`src/rtl/key_event_decoder_pkg.sv`:
```
// Shared definitions for key-event consumers on the DE10-Lite design:
// state encodings, 20 MHz timing constants and the event-pulse bundle.
package key_event_decoder_pkg;

    // System clock and the default press timing derived from it.
    localparam int unsigned KEY_CLK_HZ            = 32'd20_000_000;
    localparam int unsigned KEY_LONG_CYCLES       = 32'd20_000_000; // 1 s
    localparam int unsigned KEY_REPEAT_CYCLES     = 32'd4_000_000;  // 200 ms
    localparam int unsigned KEY_CNT_W             = 32'd25;

    // Decoder states. All four 2-bit codes are assigned; the decoder still
    // routes any unexpected value back to KEY_WAIT_REL.
    typedef enum logic [1:0] {
        KEY_WAIT_REL = 2'd0,  // wait for a clean release before accepting presses
        KEY_IDLE     = 2'd1,  // released, waiting for a press
        KEY_PRESSED  = 2'd2,  // pressed, below the long threshold
        KEY_HELD     = 2'd3   // pressed past the long threshold, auto-repeating
    } key_state_e;

    // One-cycle event pulses produced by the decoder.
    typedef struct packed {
        logic press;
        logic rel;
        logic short_rel;
        logic long_hold;
        logic rpt;
    } key_events_t;

    // Map the raw key level onto "pressed", honouring the board polarity.
    function automatic logic key_is_pressed(input logic level, input logic active_low);
        key_is_pressed = active_low ? ~level : level;
    endfunction

    // Largest of two cycle counts; sizes the hold-counter terminal value.
    function automatic int unsigned key_max_cycles(input int unsigned a, input int unsigned b);
        key_max_cycles = (a > b) ? a : b;
    endfunction

endpackage

```
`src/rtl/key_event_decoder.sv`:
```
// Key event decoder: turns a debounced key level into single-cycle press,
// release, short, long and auto-repeat events plus a wrapping press counter.
// A key already held when reset is released is ignored until it is let go.
module key_event_decoder
    import key_event_decoder_pkg::*;
#(
    parameter bit          ACTIVE_LOW    = 1'b1,
    parameter int unsigned CNT_W         = KEY_CNT_W,
    parameter int unsigned LONG_CYCLES   = KEY_LONG_CYCLES,
    parameter int unsigned REPEAT_CYCLES = KEY_REPEAT_CYCLES,
    parameter bit          REPEAT_EN     = 1'b1
) (
    input  logic       clk,
    input  logic       n_rst,
    input  logic       key_in,
    output logic       press_pulse,
    output logic       release_pulse,
    output logic       short_pulse,
    output logic       long_pulse,
    output logic       repeat_pulse,
    output logic       key_held,
    output logic [7:0] press_count
);

    // Terminal counts: the counter runs 0 .. N-1 and is cleared when it hits
    // the terminal value, so it can never exceed max(LONG, REPEAT)-1.
    localparam logic [CNT_W-1:0] LONG_LAST   = CNT_W'(LONG_CYCLES - 32'd1);
    localparam logic [CNT_W-1:0] REPEAT_LAST = CNT_W'(REPEAT_CYCLES - 32'd1);
    localparam logic [CNT_W-1:0] CNT_ONE     = CNT_W'(32'd1);

    logic             pressed_s;

    key_state_e       state_q;
    key_state_e       state_d;
    logic [CNT_W-1:0] cnt_q;
    logic [CNT_W-1:0] cnt_d;
    key_events_t      evt_q;
    key_events_t      evt_d;
    logic             held_q;
    logic             held_d;
    logic [7:0]       count_q;
    logic [7:0]       count_d;

    assign pressed_s = key_is_pressed(key_in, ACTIVE_LOW);

    // Next-state, counter and event decode for the key FSM.
    always_comb begin
        state_d = state_q;
        cnt_d   = cnt_q;
        evt_d   = '0;
        held_d  = 1'b0;
        count_d = count_q;

        case (state_q)
            KEY_WAIT_REL: begin
                cnt_d = '0;
                if (!pressed_s) begin
                    state_d = KEY_IDLE;
                end else begin
                    state_d = KEY_WAIT_REL;
                end
            end

            KEY_IDLE: begin
                cnt_d = '0;
                if (pressed_s) begin
                    state_d     = KEY_PRESSED;
                    evt_d.press = 1'b1;
                    held_d      = 1'b1;
                    count_d     = count_q + 8'd1;
                end else begin
                    state_d = KEY_IDLE;
                end
            end

            KEY_PRESSED: begin
                // key_held stays high through the release cycle itself.
                held_d = 1'b1;
                if (!pressed_s) begin
                    // Release wins over a coincident long threshold.
                    state_d         = KEY_IDLE;
                    evt_d.rel       = 1'b1;
                    evt_d.short_rel = 1'b1;
                    cnt_d           = '0;
                end else if (cnt_q == LONG_LAST) begin
                    state_d         = KEY_HELD;
                    evt_d.long_hold = 1'b1;
                    cnt_d           = '0;
                end else begin
                    cnt_d = cnt_q + CNT_ONE;
                end
            end

            KEY_HELD: begin
                held_d = 1'b1;
                if (!pressed_s) begin
                    // Release wins over a coincident repeat tick.
                    state_d   = KEY_IDLE;
                    evt_d.rel = 1'b1;
                    cnt_d     = '0;
                end else if (cnt_q == REPEAT_LAST) begin
                    // Wrap even with repeat disabled so the counter never overflows.
                    evt_d.rpt = REPEAT_EN;
                    cnt_d     = '0;
                end else begin
                    cnt_d = cnt_q + CNT_ONE;
                end
            end

            default: begin
                state_d = KEY_WAIT_REL;
                cnt_d   = '0;
            end
        endcase
    end

    // FSM state and hold counter registers.
    always_ff @(posedge clk or negedge n_rst) begin
        if (!n_rst) begin
            state_q <= KEY_WAIT_REL;
            cnt_q   <= '0;
        end else begin
            state_q <= state_d;
            cnt_q   <= cnt_d;
        end
    end

    // Registered event pulses and key_held level.
    always_ff @(posedge clk or negedge n_rst) begin
        if (!n_rst) begin
            evt_q  <= '0;
            held_q <= 1'b0;
        end else begin
            evt_q  <= evt_d;
            held_q <= held_d;
        end
    end

    // Wrapping count of accepted presses.
    always_ff @(posedge clk or negedge n_rst) begin
        if (!n_rst) begin
            count_q <= 8'd0;
        end else begin
            count_q <= count_d;
        end
    end

    assign press_pulse   = evt_q.press;
    assign release_pulse = evt_q.rel;
    assign short_pulse   = evt_q.short_rel;
    assign long_pulse    = evt_q.long_hold;
    assign repeat_pulse  = evt_q.rpt;
    assign key_held      = held_q;
    assign press_count   = count_q;

endmodule

```
`config.mk`:
```
export PLATFORM = sky130hd
export DESIGN_NAME = key_event_decoder
export DESIGN_NICKNAME = d
export VERILOG_FILES = /design/src/rtl/key_event_decoder_pkg.sv /design/src/rtl/key_event_decoder.sv
export SDC_FILE = /design/constraint.sdc
export NUM_CORES = 1
export LEC_CHECK = 0
export ABC_AREA = 0
export BUFFER_PORTS_ARGS = -buffer_cell sky130_fd_sc_hd__buf_2
export CAP_MARGIN = 20
export CORE_MARGIN = 2
export CORE_UTILIZATION = 45
export CTS_CLUSTER_DIAMETER = 40
export CTS_CLUSTER_SIZE = 12
export DETAILED_ROUTE_END_ITERATION = 10
export HOLD_SLACK_MARGIN = 0.1
export PLACE_DENSITY = 0.71
export SYNTH_ARGS = -nofsm -noshare
export SYNTH_HDL_FRONTEND = slang
export SYNTH_SLANG_ARGS = --single-unit
```
`constraint.sdc`:
```
create_clock -name clk -period 4.2 [get_ports clk]
set_input_delay 1.26 -clock clk [delete_from_list [all_inputs] [get_ports clk]]
set_output_delay 1.26 -clock clk [all_outputs]
set_load 0.05 [all_outputs]
```
Word-level counts from Yosys, hierarchy flattened

Cells that the tools add are included.

Logic and storage cells: 47
Output and inout port bits: 14
Register bits after elaboration: 41
Input bits: 3

Reduce and logical (&&, ||, !) cells: 5
Bitwise gates (word level): 1
Mux-type cells: 23
Add/sub/neg operators: 2
Equality and inequality tests: 7

Operator list:

| cell                  | count |
|---|---|
| $mux 25               | 4 |
| $pmux 25 s3           | 1 |
| $add 25x1->25 const B | 1 |
| $eq 25x22->1 const B  | 1 |
| $eq 25x25->1 const B  | 1 |
| $mux 2                | 6 |
| $mux 1                | 9 |
| $add 8x1->8 const B   | 1 |
| $pmux 2 s4            | 1 |
| $eq 2x2->1 const B    | 2 |
| $pmux 1 s2            | 2 |
| $reduce_and 2->1      | 2 |
| $reduce_or 2->1       | 2 |
| $ne 3x3->1 const B    | 1 |
| $eq 2x1->1 const B    | 1 |
| $logic_not 2->1       | 1 |
| $ne 2x2->1 const B    | 1 |
| $not 1->1             | 1 |

Longest topological paths before layout

Gate-level depths: netlist of the first run.

Word-level depth: 4
Gate-level depth with buffers: 6
Depth with buffers taken out: 5

Worst setup path after synthesis of the first run

No wires, ideal clock.

Kind: input port to flip-flop
Start: in key_in
End: reg count_q[5] (netlist: press_count[5])
Setup slack: 1.798 ns
Arrival time: 2.260 ns
Cell stages on the path: 4
Buffers on the path: 0
Setup time: 0.142 ns
Required time: 4.058 ns
Path through: nor3b_1 -> and3_1 -> nand4_1 -> xnor2_1

Longest elaborated chain between the ends: 2

Ends and longest elaborated chain:

| element                    | line                     | RTL |
|---|---|---|
| start: declaration         | key_event_decoder.sv:15  | `input logic key_in,` |
| $not 1->1 (no line)        | --                       |  |
| $reduce_and 2->1 (no line) | --                       |  |
| end signal: assignment     | key_event_decoder.sv:144 | `count_q <= count_d;` |
| end: declaration           | key_event_decoder.sv:41  | `logic [7:0] count_q;` |

Every way passes these cells.
A chain may end at the register's enable or synchronous reset.

Final worst setup path of the first run

Same ends and word-level chain as after synthesis.

==> metrics.txt, run 1 <==
status=completed; Die Area=4986 um2; share of the synthesized area in the top cell type=0.5138; WP data required=approximately 4.4 ns; most common cell in the netlist=dfrtp_1; GP Congestion=0.8103; Setup CP Type=in -> reg; Final #Nets=about 210; clk buf depth=2; WP buf/inv=1; first-pass GRT wire length=6789 um; GR Util All Layers=0.1710; dpl cells=249; final setup margin=~1.8 ns; FF/Latch Area=1026 um2; CP Cell Sequence=buf_2 -> nor3b_1 -> and3_1 -> nand4_1 -> xnor2_1; Leakage=0.0008970 uW; final count of hold timing violations=0; Die Width=70.62 um; sequential share of the synthesized area=0.5138; Synthesized Nets=192; IO Count=17; Worst-Margin Slew=between 0.9 and 1 ns; # setup viols final=0; DRC=0; slowest stage cell, crit path=nor3b_1; total core area=4324 um2; Skew-Pair Late Insertion Delay=0.29 ns; initial antenna violation count=0; max-slew violation count=0; crit path capture type=flip-flop; synth unique cells=36; port buffer count=16; Commonest cells post-synth=dfrtp_1 (41), nor3_1 (18), nand2_1 (12), nand3_1 (12), xor2_1 (11); Synth area leaders=dfrtp_1 (51%), xor2_1 (4.8%), nor3_1 (4.5%), xnor2_1 (3.9%), a211oi_1 (3.8%); Wirelength per Cell=15.11 um; crit path time final=between 2 and 2.5 ns; peak fanout along the critical path=6; Cell Area, Synth=1997 um2; antenna cell count=0; drt via density=between 5 and 6; largest net degree at the start of global routing=42; ys async rst share=1.000; Synth Register Bits=41; Rel. slew slack=0.3548; Peak VDD IR=0.2232 mV; area of the multi-input gates=between 900 and 1000 um2; root buffer cell=clkbuf_8; final hold slack=0.4715 ns; CTS tree=yes; Pwr Density=about 430 nW/um2; Non-Filler Instances=256; Max Freq=0.4251 GHz; cell family with most CP delay=simple AND/OR/NAND/NOR gates; slowest stage delay, CP=roughly 0.56 ns; CTS clk-pin slew, worst paths=0.08 ns; WL final=3867 um; Yosys warning count=0; Post-synth top flop=dfrtp_1; Area growth syn-to-layout=11.15%; H-tree level count=2; data arrival time of the critical path=2.53 ns; die height=70.62 um; Post-CTS Setup Bufs=0; CTS Hold Bufs=0; vias in the first global route=about 1,500; Hold Crit Class=reg -> reg; CP startpoint kind=input pin; DR vias=1,516; period utilization=0.5601; Max-Cap Viols=0; TNS Setup=0 ns; fill cell count=400; Post-Route Utilization=0.5133; GRT overflow=0; Inserted Clock Buffers=5; DR pass1 iterations=4; EDFF count, synth=0; largest area contributor in the netlist=dfrtp_1; HPWL after DPL=2552 um; initial DRC count=65; Post-CTS Resized=0; Syn Inst Count=187; Mean Syn Cell Area=10.68 um2; Initial Util=0.4618; RSZ-0062 raised after global routing=no; Sink Count=41; Worst Skew=0.004980 ns; share of layout cells above drive strength 1=0.1716; remaining antenna violation count=0; pre-CTS setup slack=roughly 1.5 ns; Rows=24
metrics by stage:
step | cell area, um2 | total power, uW
CTS | 2220 | 958.8
finish | 2220 | 946.4
global route | 2220 | 988.9
detailed placement | 2116 | 654.0
floorplan | 1997 | 600.0
global placement | 2116 | 648.4
registers in the layout (all words and copies together), names as in the netlist:
| register | count |
|---|---|
| press_count | 8 |
| key_held | 1 |
| short_pulse | 1 |
| long_pulse | 1 |
| release_pulse | 1 |
| state_q | 2 |
| repeat_pulse | 1 |
| cnt_q | 25 |
| press_pulse | 1 |
final timing paths:
check	cells after the start	startpoint	endpoint	slack, ns
worst min-delay path	1	press_count[7]$_DFFE_PN0P_	press_count[7]$_DFFE_PN0P_	0.47
min in group asynchronous	1	n_rst	cnt_q[20]$_DFF_PN0_	1.10
worst max-delay path	5	key_in	press_count[5]$_DFFE_PN0P_	1.85
max in group asynchronous	1	n_rst	cnt_q[12]$_DFF_PN0_	2.54
worst max register to register	5	cnt_q[0]$_DFF_PN0_	cnt_q[24]$_DFF_PN0_	1.89
worst min register to register	1	press_count[7]$_DFFE_PN0P_	press_count[7]$_DFFE_PN0P_	0.47
area by class of cell:
class                   instances  area share
flip-flops and latches         41      0.4622
repair buffers                 17     0.03946
well taps                      52     0.02931
clock buffers                   5     0.03100
inverters                       4    0.006764
multi-input cells             135      0.4154
clock inverters                 2     0.01578
where the power goes:
group          internal [uW]  switching, uW
Sequential               424           36.2
Clock                    173            130
Combinational           45.8            138
Total                    642            304
per-layer routing:
metal	vias up	track usage	wire (um)
li1	738	-	-
met1	737	0.2356	1878
met3	5	0.04416	191
met4	0	0.05660	39
met5	-	0	0
met2	36	0.2662	1758
kinds of logic (layout without fill, tap and decap cells):
group	after synthesis	after routing	synth area share
compound gates	24	24	0.08897
flops	41	41	0.5138
simple gates	88	88	0.2644
buf+inv	11	28	0.02694
xor+xnor	20	20	0.08772
mux	1	1	0.005639
fa+ha+maj	2	2	0.01253
cells in the final DEF (no fill, tap or decap), drive strengths merged, types with 4 or more instances in the layout:
master / synthesis / layout
dfrtp: 41 / 41
nor3: 18 / 18
buf: 4 / 17
nand3: 13 / 13
nand2: 12 / 12
xor2: 11 / 11
nand4: 11 / 11
a211oi: 11 / 11
xnor2: 9 / 9
and3: 5 / 5
o31ai: 5 / 5
or4: 5 / 5
clkbuf: 3 / 5
inv: 4 / 4
o21ai: 4 / 4
or3: 4 / 4
(Power assumes the default switching activity.)
==> run 2, diff against run 1 <==
- PLACE_DENSITY: 0.71 -> 0.73
- clock period: 4.2 -> 2.1 ns (I/O delays scaled with it)
==> run 2 against run 1 <==
  * Core utilization grew 3.1 points
  * Highest routed layer unchanged
  * Total power grew 100%
  * Design area grew 6.0%
  * Global-route usage is essentially flat
  * Wire length grew 4.4%
  * Critical path depth shrank 1
  * Via count grew 3.4%
  * Final cell count grew 3.9%
  * Die area is the same
==> metrics.txt, run 2 (synthesis results as in run 1) <==
IO Count=17; crit path capture type=flip-flop; Non-Filler Instances=266; total power=1891 uW; clk buf depth=2; commonest non-fill, non-tap cell in the layout=dfrtp_1; Area growth syn-to-layout=17.86%; routing usage on met3=0.04131; RSZ-0062 raised after global routing=no; max reg flops=25; Die Area=4986 um2; Sink Count=just over 40; routing usage on met2=0.2788; Clock power frac=0.314; dpl cell area=2228 um2; total core area=approximately 4300 um2; Largest Register=cnt_q; GRT overflow=0; remaining antenna violation count=0; initial antenna violation count=0; Setup CP Type=reg -> reg; Post-Route Utilization=0.5443; period utilization=0.9492; Worst Skew=0.005152 ns; die height=70.62 um; largest net degree at the start of global routing=42; GR Util All Layers=0.1706; Hold Crit Class=in -> async; Inserted Clock Buffers=5; CP Cell Sequence=nand4_1 -> or2_2 -> or4b_2 -> a211oi_1; Cell Int Power=1293 uW; final count of hold timing violations=0; vias in the first global route=1,495; Die Width=70.62 um; WL final=roughly 4000 um; port buffer count=16; DR pass1 iterations=4; GRT busiest layer=met2; slowest stage cell, crit path=or4b_2; Initial Util=0.4618; crit path time final=1.993 ns; share of layout cells above drive strength 1=0.2336; NetSw=597.3 uW; commonest cells after routing, fill and taps aside=dfrtp_1 (41), nor3_1 (18), buf_2 (16), nand2_1 (12), nand3_1 (12); Max Freq=0.5017 GHz; Max-Cap Viols=0; drt via density=about 5.9; GP Congestion=0.7999; post-route cell area=2354 um2; H-tree level count=2; data arrival time of the critical path=2.18 ns; DRC=0; peak fanout along the critical path=10; # setup viols final=0; switching part of the total=0.3160; CTS tree=yes; met1 Resource Use GR=0.2253; slowest stage delay, CP=0.62 ns; initial DRC count=62; Peak VDD IR=0.3311 mV; CP startpoint kind=flip-flop; Skew-Pair Late Insertion Delay=0.29 ns; Pwr Density=803.3 nW/um2; Rows=24; root buffer cell=clkbuf_8; dpl cells=259; Comb pwr share=0.199; HPWL after DPL=between 2000 and 3000 um; Rel. slew slack=0.7328; R2R depth=4; CTS Hold Bufs=0; fill cell count=just over 400; max-slew violation count=0; status=completed; Final #Nets=about 220; Worst-Margin Slew=0.3952 ns; CTS clk-pin slew, worst paths=about 0.070 ns; first-pass GRT wire length=slightly below 7000 um; Wirelength per Cell=15.18 um; WP data required=2.29 ns; Leakage=0.0009549 uW; register share of total power=0.487; final hold slack=about 0.3 ns; antenna cell count=0; DR vias=1,567
==> run 2: metrics by stage <==
stage	worst slack, ns	setup TNS, ns
floorplan	0.02788	0
global placement	0.06412	0
detailed placement	-0.02514	-0.04599
CTS	0.01093	0
global route	0.006283	0
finish	0.1067	0
==> run 2: worst paths after layout <==
| path | start | end | slack [ns] |
|---|---|---|---|
| setup / recovery | cnt_q[12]$_DFF_PN0_ | cnt_q[23]$_DFF_PN0_ | 0.11 |
| hold / removal | n_rst | state_q[0]$_DFFE_PN0P_ | 0.30 |
| setup reg to reg | cnt_q[12]$_DFF_PN0_ | cnt_q[23]$_DFF_PN0_ | 0.11 |
| hold reg to reg | press_count[7]$_DFFE_PN0P_ | press_count[7]$_DFFE_PN0P_ | 0.48 |
| max in group asynchronous | n_rst | cnt_q[12]$_DFF_PN0_ | 1.61 |
| min in group clk | press_count[7]$_DFFE_PN0P_ | press_count[7]$_DFFE_PN0P_ | 0.48 |
==> run 2: worst max-delay path, delay by kind of cell, from the launching register on <==
| kind | cells | cell delay (ns) |
|---|---|---|
| AOI/OAI and AO/OA | 1 | 0.26 |
| DFF | 1 | 0.42 |
| and+or+nand+nor | 3 | 1.20 |
==> run 2: routing by layer <==
metal  vias up  part of all wire
met5         -                 0
met4         0             0.012
met3         6             0.042
met2        38              0.48
met1       769              0.47
li1        754                 -
==> run 2: power groups by stage <==
stage               Sequential, uW  Combinational [uW]  Clock, uW
global placement               932                 373          0
floorplan                     1120                85.0          0
finish                         921                 376        594
detailed placement             936                 379          0
CTS                            920                 380        616
global route                   933                 399        646
==> run 2: cell type report <==
cell class                      instances  area, um2  area share
Sequential cell                        41       1026      0.4359
Multi-Input combinational cell        135      955.9      0.4062
Timing Repair Buffer                   27      187.7     0.07974
Clock buffer                            5      68.82     0.02924
Tap cell                               52      65.06     0.02764
Clock inverter                          2      35.03     0.01489
Inverter                                4      15.01    0.006380
==> run 2: repair_timing <==
| action | CTS | global route |
|---|---|---|
| pin swaps | 0 | 1 |
| resized for setup | 1 | 3 |
| buffers inserted | 0 | 0 |
| cloned | 0 | 0 |
| endpoints found under the setup margin | 2 | 5 |
